**src/rtl/hwc_pkg.sv**
```systemverilog
// hwc_pkg: shared definitions for the hardwired controller.
//   mode_e       console mode encodings for {swc,swb,swa}
//   OP_*         instruction opcodes (ir[IR_W-1 -: 4])
//   ALU_*        ALU function codes driven on s
//   ctrl_word_t  one decoded control word (datapath strobes plus the
//                beat-control bits short_cyc/long_cyc and the st0 set request)
//   sel_width()  register-select width for a register file of nreg entries
//   pair_width() width of the register-pair index (nreg/2 pairs)
package hwc_pkg;

  typedef enum logic [2:0] {
    MODE_EXEC   = 3'b000,
    MODE_MEM_WR = 3'b001,
    MODE_MEM_RD = 3'b010,
    MODE_REG_RD = 3'b011,
    MODE_REG_WR = 3'b100
  } mode_e;

  localparam logic [3:0] OP_NOP = 4'b0000;
  localparam logic [3:0] OP_ADD = 4'b0001;
  localparam logic [3:0] OP_SUB = 4'b0010;
  localparam logic [3:0] OP_AND = 4'b0011;
  localparam logic [3:0] OP_INC = 4'b0100;
  localparam logic [3:0] OP_LD  = 4'b0101;
  localparam logic [3:0] OP_ST  = 4'b0110;
  localparam logic [3:0] OP_JC  = 4'b0111;
  localparam logic [3:0] OP_JZ  = 4'b1000;
  localparam logic [3:0] OP_JMP = 4'b1001;
  localparam logic [3:0] OP_DI  = 4'b1010;
  localparam logic [3:0] OP_EI  = 4'b1011;
  localparam logic [3:0] OP_STP = 4'b1110;

  localparam logic [3:0] ALU_ADD    = 4'b1001;
  localparam logic [3:0] ALU_SUB    = 4'b0110;
  localparam logic [3:0] ALU_AND    = 4'b1011;
  localparam logic [3:0] ALU_INC    = 4'b0000;
  localparam logic [3:0] ALU_PASS_A = 4'b1111;
  localparam logic [3:0] ALU_PASS_B = 4'b1010;

  typedef struct packed {
    logic [3:0] s;
    logic       m;
    logic       cin;
    logic       drw;
    logic       pcinc;
    logic       lpc;
    logic       lar;
    logic       pcadd;
    logic       arinc;
    logic       selctl;
    logic       memw;
    logic       stop;
    logic       lir;
    logic       ldz;
    logic       ldc;
    logic       abus;
    logic       sbus;
    logic       mbus;
    logic       short_cyc;
    logic       long_cyc;
    logic       sst0;
  } ctrl_word_t;

  function automatic int sel_width(input int nreg);
    return 2 * $clog2(nreg);
  endfunction

  function automatic int pair_width(input int nreg);
    return $clog2(nreg) - 1;
  endfunction

endpackage

```
**src/rtl/hwc_beat_gen.sv**
```systemverilog
// hwc_beat_gen: one-hot beat counter W1..W(MAX_BEATS).
//   clk       beat clock (rising edge)
//   clr       synchronous active-low reset, forces W1
//   restart   force W1 at the next edge (mode change / interrupt beat)
//   short_cyc at W1: repeat W1; at W2: return to W1 instead of W3
//   long_cyc  at W3 and later: advance instead of returning to W1
//   w         one-hot current beat, w[0] = W1
//   cycle_end the current beat is the last one of this machine cycle
module hwc_beat_gen #(
  parameter int MAX_BEATS = 3
) (
  input  logic                 clk,
  input  logic                 clr,
  input  logic                 restart,
  input  logic                 short_cyc,
  input  logic                 long_cyc,
  output logic [MAX_BEATS-1:0] w,
  output logic                 cycle_end
);

  always_comb begin
    cycle_end = 1'b0;
    if (w[0] || w[1]) begin
      cycle_end = short_cyc;
    end else begin
      // the last beat always wraps, even if long is still requested
      cycle_end = !long_cyc || w[MAX_BEATS-1];
    end
  end

  always_ff @(posedge clk) begin
    if (!clr || restart || cycle_end) begin
      w <= MAX_BEATS'(1);
    end else begin
      w <= w << 1;
    end
  end

endmodule

```
**src/rtl/hw_ctrl_seq.sv**
```systemverilog
// hw_ctrl_seq: hardwired controller for the teaching CPU. Generates the
// beat sequence and console state bit st0, and decodes console mode plus
// IR opcode into the datapath control word.
//   t3, clr          clock (rising edge), synchronous active-low reset
//   sw               console mode {swc,swb,swa}
//   ir               instruction register, opcode = ir[IR_W-1 -: 4]
//   c, z             ALU carry / zero flags
//   w                one-hot current beat; st0 console/exec phase bit
//   s, m, cin        ALU function controls
//   sel              {dest, src} register select; register writes drive src=0
//   drw .. long_o    single-bit datapath strobes and cycle-length flags
// Optional feature macro HWC_INT_EN: adds int_req (in) / int_ack (out), an
// interrupt-enable flag and the DI/EI opcodes; otherwise DI/EI are NOPs.
module hw_ctrl_seq
  import hwc_pkg::*;
#(
  parameter  int NREG      = 4,
  parameter  int MAX_BEATS = 3,
  parameter  int IR_W      = 4,
  localparam int SEL_W     = sel_width(NREG)
) (
  input  logic                 t3,
  input  logic                 clr,
  input  logic [2:0]           sw,
  input  logic [IR_W-1:0]      ir,
  input  logic                 c,
  input  logic                 z,
`ifdef HWC_INT_EN
  input  logic                 int_req,
  output logic                 int_ack,
`endif
  output logic [MAX_BEATS-1:0] w,
  output logic                 st0,
  output logic [3:0]           s,
  output logic                 m,
  output logic                 cin,
  output logic [SEL_W-1:0]     sel,
  output logic                 drw,
  output logic                 pcinc,
  output logic                 lpc,
  output logic                 lar,
  output logic                 pcadd,
  output logic                 arinc,
  output logic                 selctl,
  output logic                 memw,
  output logic                 stop,
  output logic                 lir,
  output logic                 ldz,
  output logic                 ldc,
  output logic                 abus,
  output logic                 sbus,
  output logic                 mbus,
  output logic                 short_o,
  output logic                 long_o
);

  localparam int                PAIR_W    = pair_width(NREG);
  localparam int                REG_W     = $clog2(NREG);
  localparam logic [PAIR_W-1:0] LAST_PAIR = PAIR_W'(NREG / 2 - 1);

  logic [2:0]        mode_q;
  logic [PAIR_W-1:0] reg_idx;
  logic [3:0]        op;
  logic              mode_chg;
  logic              cycle_end;
  logic              st0_clr;
  logic              idx_inc;
  logic              en;
  logic              int_st;
  logic              go_int;
  ctrl_word_t        cw;
  logic [SEL_W-1:0]  sel_raw;

  assign op       = ir[IR_W-1 -: 4];
  assign mode_chg = (sw != mode_q);

`ifdef HWC_INT_EN
  logic ie;
  logic ie_set;
  logic ie_clr;

  // Interrupt taken on the last beat of an executing instruction; it wins
  // over a simultaneous mode change.
  assign go_int = int_req && ie && !int_st && (mode_q == MODE_EXEC) && st0 && cycle_end;

  always_ff @(posedge t3) begin
    if (!clr) begin
      ie     <= 1'b1;
      int_st <= 1'b0;
    end else if (int_st) begin
      int_st <= 1'b0;
      ie     <= 1'b0;
    end else if (go_int) begin
      int_st <= 1'b1;
    end else if (!mode_chg) begin
      if (ie_clr) begin
        ie <= 1'b0;
      end else if (ie_set) begin
        ie <= 1'b1;
      end
    end
  end

  assign int_ack = clr && int_st;
`else
  assign go_int = 1'b0;
  assign int_st = 1'b0;
`endif

  hwc_beat_gen #(
    .MAX_BEATS (MAX_BEATS)
  ) u_beat (
    .clk       (t3),
    .clr       (clr),
    .restart   (mode_chg || int_st),
    .short_cyc (cw.short_cyc),
    .long_cyc  (cw.long_cyc),
    .w         (w),
    .cycle_end (cycle_end)
  );

  always_comb begin
    cw      = '0;
    sel_raw = '0;
    st0_clr = 1'b0;
    idx_inc = 1'b0;
`ifdef HWC_INT_EN
    ie_set  = 1'b0;
    ie_clr  = 1'b0;
`endif
    case (mode_q)
      MODE_REG_WR: begin
        if (w[0] || w[1]) begin
          cw.sbus   = 1'b1;
          cw.drw    = 1'b1;
          cw.selctl = 1'b1;
          cw.stop   = 1'b1;
          // W1 writes the even register of the pair, W2 the odd one
          sel_raw   = {reg_idx, w[1], REG_W'(0)};
        end
        if (w[1]) begin
          cw.short_cyc = 1'b1;
          idx_inc      = 1'b1;
          cw.sst0      = !st0 && (reg_idx == '0);
          st0_clr      = st0 && (reg_idx == LAST_PAIR);
        end
      end
      MODE_REG_RD: begin
        if (w[0] || w[1]) begin
          cw.selctl    = 1'b1;
          cw.stop      = 1'b1;
          cw.short_cyc = w[1];
          idx_inc      = 1'b1;
          sel_raw      = {reg_idx, 1'b0, reg_idx, 1'b1};
        end
      end
      MODE_MEM_RD, MODE_MEM_WR: begin
        if (w[0]) begin
          cw.short_cyc = 1'b1;
          cw.stop      = 1'b1;
          if (!st0) begin
            cw.sbus = 1'b1;
            cw.lar  = 1'b1;
            cw.sst0 = 1'b1;
          end else begin
            cw.arinc = 1'b1;
            if (mode_q == MODE_MEM_RD) begin
              cw.mbus = 1'b1;
            end else begin
              cw.sbus = 1'b1;
              cw.memw = 1'b1;
            end
          end
        end
      end
      MODE_EXEC: begin
        if (!st0) begin
          if (w[0]) begin
            cw.sbus      = 1'b1;
            cw.lpc       = 1'b1;
            cw.short_cyc = 1'b1;
            cw.stop      = 1'b1;
            cw.sst0      = 1'b1;
          end
        end else if (w[0]) begin
          cw.lir   = 1'b1;
          cw.pcinc = 1'b1;
        end else if (w[1]) begin
          cw.short_cyc = 1'b1;
          case (op)
            OP_ADD: begin
              cw.s = ALU_ADD; cw.cin = 1'b1;
              cw.abus = 1'b1; cw.drw = 1'b1; cw.ldz = 1'b1; cw.ldc = 1'b1;
            end
            OP_SUB: begin
              cw.s = ALU_SUB;
              cw.abus = 1'b1; cw.drw = 1'b1; cw.ldz = 1'b1; cw.ldc = 1'b1;
            end
            OP_AND: begin
              cw.s = ALU_AND; cw.m = 1'b1;
              cw.abus = 1'b1; cw.drw = 1'b1; cw.ldz = 1'b1;
            end
            OP_INC: begin
              cw.s = ALU_INC;
              cw.abus = 1'b1; cw.drw = 1'b1; cw.ldz = 1'b1; cw.ldc = 1'b1;
            end
            OP_LD, OP_ST: begin
              // address phase; the memory access follows in W3
              cw.s = (op == OP_LD) ? ALU_PASS_B : ALU_PASS_A; cw.m = 1'b1;
              cw.abus = 1'b1; cw.lar = 1'b1;
              cw.short_cyc = 1'b0; cw.long_cyc = 1'b1;
            end
            OP_JC:  cw.pcadd = c;
            OP_JZ:  cw.pcadd = z;
            OP_JMP: begin
              cw.s = ALU_PASS_A; cw.m = 1'b1;
              cw.abus = 1'b1; cw.lpc = 1'b1;
            end
            OP_STP: cw.stop = 1'b1;
`ifdef HWC_INT_EN
            OP_DI:  ie_clr = 1'b1;
            OP_EI:  ie_set = 1'b1;
`endif
            default: ;
          endcase
        end else if (w[2]) begin
          case (op)
            OP_LD: begin
              cw.mbus = 1'b1; cw.drw = 1'b1;
            end
            OP_ST: begin
              cw.s = ALU_PASS_B; cw.m = 1'b1;
              cw.abus = 1'b1; cw.memw = 1'b1;
            end
            default: ;
          endcase
        end
      end
      default: ;
    endcase
  end

  // Strobes are silent in reset, in a mode-change cycle and in the INT beat.
  assign en      = clr && !mode_chg && !int_st;
  assign s       = {4{en}} & cw.s;
  assign m       = en & cw.m;
  assign cin     = en & cw.cin;
  assign sel     = {SEL_W{en}} & sel_raw;
  assign drw     = en & cw.drw;
  assign pcinc   = en & cw.pcinc;
  assign lpc     = en & cw.lpc;
  assign lar     = en & cw.lar;
  assign pcadd   = en & cw.pcadd;
  assign arinc   = en & cw.arinc;
  assign selctl  = en & cw.selctl;
  assign memw    = en & cw.memw;
  assign stop    = (en & cw.stop) | (clr & int_st);
  assign lir     = en & cw.lir;
  assign ldz     = en & cw.ldz;
  assign ldc     = en & cw.ldc;
  assign abus    = en & cw.abus;
  assign sbus    = en & cw.sbus;
  assign mbus    = en & cw.mbus;
  assign short_o = en & cw.short_cyc;
  assign long_o  = en & cw.long_cyc;

  always_ff @(posedge t3) begin
    if (!clr) begin
      st0     <= 1'b0;
      reg_idx <= '0;
      mode_q  <= sw;
    end else if (mode_chg && !go_int) begin
      st0     <= 1'b0;
      reg_idx <= '0;
      mode_q  <= sw;
    end else if (!mode_chg && !int_st) begin
      if (cw.sst0) begin
        st0 <= 1'b1;
      end else if (st0_clr) begin
        st0 <= 1'b0;
      end
      if (idx_inc) begin
        reg_idx <= reg_idx + PAIR_W'(1);
      end
    end
  end

endmodule

```
**config.mk**
```make
export PLATFORM = sky130hd
export DESIGN_NAME = hw_ctrl_seq
export DESIGN_NICKNAME = d
export VERILOG_FILES = /design/src/rtl/hwc_pkg.sv /design/src/rtl/hwc_beat_gen.sv /design/src/rtl/hw_ctrl_seq.sv
export SDC_FILE = /design/constraint.sdc
export NUM_CORES = 1
export LEC_CHECK = 0
export CAP_MARGIN = 20
export CORE_UTILIZATION = 44
export CTS_BUF_LIST = sky130_fd_sc_hd__clkbuf_4
export DETAILED_ROUTE_END_ITERATION = 8
export GPL_TIMING_DRIVEN = 0
export PLACE_DENSITY = 0.87
export SLEW_MARGIN = 10
export SYNTH_ARGS = -nofsm -noshare
export SYNTH_HDL_FRONTEND = slang
export SYNTH_SLANG_ARGS = --single-unit
export TNS_END_PERCENT = 1
```
**constraint.sdc**
```tcl
create_clock -name t3 -period 3.5 [get_ports t3]
set_input_delay 1.05 -clock t3 [delete_from_list [all_inputs] [get_ports t3]]
set_output_delay 1.05 -clock t3 [all_outputs]
set_load 0.03 [all_outputs]
```
==> flow_summary.yaml <==
outcome:
  outcome: "finished, violations left"
  violations: "negative setup slack"
placement:
  io_buffers: 41
  post-place-ws_ns: -1.35
  hpwl_mm: 2.37
  routabilityCongestion: 0.889
clock_network:
  postCtsHoldBufs: 0
  numCtsBuffers: 3
  cts_max_path_buffers: 2
  root_buffer: "clkbuf_4"
  h-tree-depth: 1
  insertion_delay_ns: 0.28
  clkTransAtPathRegs_ns: 0.07
  cts_tree: "built"
  numClockSinks: 8
pwr:
  power_density_mw_per_mm2: 209
  ir_drop_mv: 0.224
  total_power_uw: 330
  power_leakage_uw: 0.000610
timing:
  layout_setup_ws_ns: -0.210
  rsz0062_at_grt: "yes"
  worst_pin_slew_ns: 0.506
  finalSetupViolations: 6
  fin_crit_ns: 3.71
  drv_slew: 0
  min_period_over_period_pct: 106
  slew-limit-headroom_pct: 65.9
  clock.fmax_mhz: 270
  hold_viol_final: 0
  fin_skew_ns: 0.0148
detailed_routing:
  ant_nets: 0
  routed_wl_mm: 3.71
  initialDrtViolationCount: 61
  drc: 0
  wire_per_inst_um: 16.6
  vias: 1365
  first_pass_iters: 4
  vias_per_cell: 6.09
floorplanning:
  fp.dieW_um: 49.3
  rows: 16
  dieArea_mm2: 0.00243
  pin_count: 42
  design.core.area_mm2: 0.00202
  start_util_pct: 48.6
  die_height_um: 49.3
synth:
  ys_warn_count: 0
  avgSynthCellArea_um2: 6.78
  syn_area_um2: 983
  yosysSeqAreaShare_pct: 19.3
  synthCells: 145
  synth_cell_types: 42
  synth_fp_nets: 156
  ys_ff_latch: 8
grt:
  grt_remaining_overflow: 0
  gr-usage-all-layers_pct: 31.7
  antenna_found_initial: 0
  grt_pass1_wl_mm: 5.81
  grt_max_degree: 13
  grt_pass1_vias: 1194
critical_path:
  crit_top_cell: "or4b_4"
  worstPathRequired_ns: 2.45
  worstSetupStartpointType: "register"
  cp_slowest_cell: "or4b_4"
  crit_type: "register to primary output"
  crit_path_cell_trace: "buf_6, or4b_4, or4b_4, or3b_4, a31oi_1, buf_4"
  cp_slowest_stage_delay_ns: 0.56
  arrival_ns: 2.66
  cp-end-kind: "primary output"
  path_max_fanout: 6
finish:
  diodes: 0
  areaGrowthSynthToFinish_pct: 60.6
  nets: 209
  layout-drive-gt1-share_pct: 35.0
flow_run:
  cap_violations: 0
min_path:
  min_path_type: "register to register"
-- synth_stat cells --
| cell type | count | share of area, % |
|---|---|---|
| edfxtp_1 | 3 | 9.2 |
| mux2i_1 | 1 | 1.0 |
| o21a_1 | 3 | 2.3 |
| nor4_1 | 2 | 1.3 |
| nor4b_1 | 1 | 0.89 |
| or4b_1 | 1 | 1.0 |
| o21ai_0 | 11 | 5.6 |
| a211oi_1 | 2 | 1.5 |
| or4b_4 | 1 | 1.4 |
| nand3b_1 | 2 | 1.5 |
| or2_2 | 2 | 1.3 |
| o31ai_1 | 1 | 0.76 |
| nand2b_1 | 2 | 1.3 |
| o22a_1 | 1 | 0.89 |
| inv_1 | 3 | 1.1 |
| and4_1 | 3 | 2.7 |
| nand2_1 | 14 | 5.3 |
| nand3_1 | 5 | 2.5 |
| or4_1 | 1 | 0.76 |
| buf_6 | 2 | 2.3 |
| nor3_1 | 6 | 3.1 |
| maj3_1 | 1 | 1.0 |
| nand4_1 | 2 | 1.3 |
| clkbuf_1 | 12 | 4.6 |
| or3_1 | 2 | 1.3 |
| nand4b_1 | 1 | 0.89 |
| a21oi_1 | 12 | 6.1 |
| o32ai_1 | 1 | 0.89 |
| xnor2_1 | 5 | 4.5 |
| nand4bb_1 | 1 | 1.1 |
| buf_4 | 1 | 0.76 |
| nor2_1 | 17 | 6.5 |
| and3_1 | 1 | 0.64 |
| a21boi_0 | 1 | 0.76 |
| a31oi_1 | 6 | 3.8 |
| xor2_1 | 1 | 0.89 |
| or3b_2 | 1 | 0.89 |
| nor2b_1 | 4 | 2.5 |
| and3b_1 | 2 | 1.8 |
| dfxtp_1 | 5 | 10 |
| or3b_1 | 1 | 0.89 |
| o2bb2a_1 | 1 | 1.0 |
-- flip-flops by register name, summed over array words and instances, names as in the netlist --
name	count
st0	1
mode_q	3
u_beat.w	3
reg_idx	1
-- report_power, final --
part	switching [uW]	total, uW	leakage, uW	internal [uW]
logic	73.9	131	0.000520	56.9
registers	5.33	107	0.0000719	101
clock network	41.1	92.9	0.0000184	51.9
-- critical path: cells and delay by family, from the launching register on --
family | cells | cell delay [ns]
buffers and inverters | 2 | 0.33
AND/OR/NAND/NOR | 3 | 1.47
flip-flops | 1 | 0.42
AO/OA/AOI/OAI | 1 | 0.15
-- final timing paths --
path	start	to	slack, ns	depth (start not counted)
worst min-delay path	reg_idx	reg_idx	0.56	2
worst min register to register	reg_idx	reg_idx	0.56	2
worst max register to register	u_beat.w[0]	u_beat.w[2]	1.66	5
worst max-delay path	mode_q[0]	drw	-0.21	6
-- cell usage in the layout, fill, tap and decap left out, types with 5 or more instances in the layout --
cell | synthesis | routed
nand3_1 | 5 | 5
clkbuf_1 | 12 | 6
a21oi_1 | 12 | 10
clkbuf_2 | 0 | 6
clkdlybuf4s15_2 | 0 | 9
nor2_1 | 17 | 17
dfxtp_1 | 5 | 5
clkdlybuf4s50_1 | 0 | 6
clkbuf_4 | 0 | 5
buf_4 | 1 | 17
a31oi_1 | 6 | 5
nand2_1 | 14 | 14
o21ai_0 | 11 | 10
buf_6 | 2 | 5
nor3_1 | 6 | 5
-- final cells by class --
cell class / instances / area [um2]
tap: 27 / 33.8
clock buffer: 4 / 30.0
fill: 151 / 443
multi-input combinational: 120 / 810
inverter: 3 / 11.3
timing repair buffer: 49 / 420
sequential: 8 / 190
buffer: 13 / 83.8
-- through the flow --
stage | instance area (um2) | std cells | setup TNS, ns | hold WS [ns] | utilization (%)
2_1_floorplan | 990 | 145 | -2.09 | 0.506 | -
3_3_place_gp | 1430 | 213 | -25.82 | 0.537 | 70.9
3_5_place_dp | 1430 | 213 | -27.30 | 0.547 | 70.9
4_1_cts | 1530 | 219 | -1.24 | 0.567 | 75.9
5_1_grt | 1580 | 224 | -1.36 | 0.617 | 78.1
6_report | 1580 | 224 | -0.760 | 0.564 | 78.1
-- repair_timing --
item | 4_1_cts | 5_1_grt
pin swaps | 5 | 7
setup buffers | 2 | 6
endpoints found under the hold margin | 0 | 0
resized for setup | 153 | 17
gates cloned | 1 | 0
setup endpoints to repair | 27 | 27
-- metal layers --
layer / vias to the layer above / part of all wire, % / track usage [%]
met1: 637 / 40 / 39.5
met2: 85 / 50 / 52.5
li1: 635 / - / -
met3: 8 / 8.1 / 7.17
met5: - / 0 / 0
met4: 0 / 2.5 / 11.8
-- cell families after synthesis --
kind of cell               share of synthesized area, %
xor gates and xnor gates                           5.34
DFF                                                19.3
adders and majority gates                          1.02
and+or+nand+nor                                    40.8
buffers and inverters                              8.78
AOI/OAI and AO/OA                                  23.7
muxes                                              1.02
(Power assumes the default switching activity.)
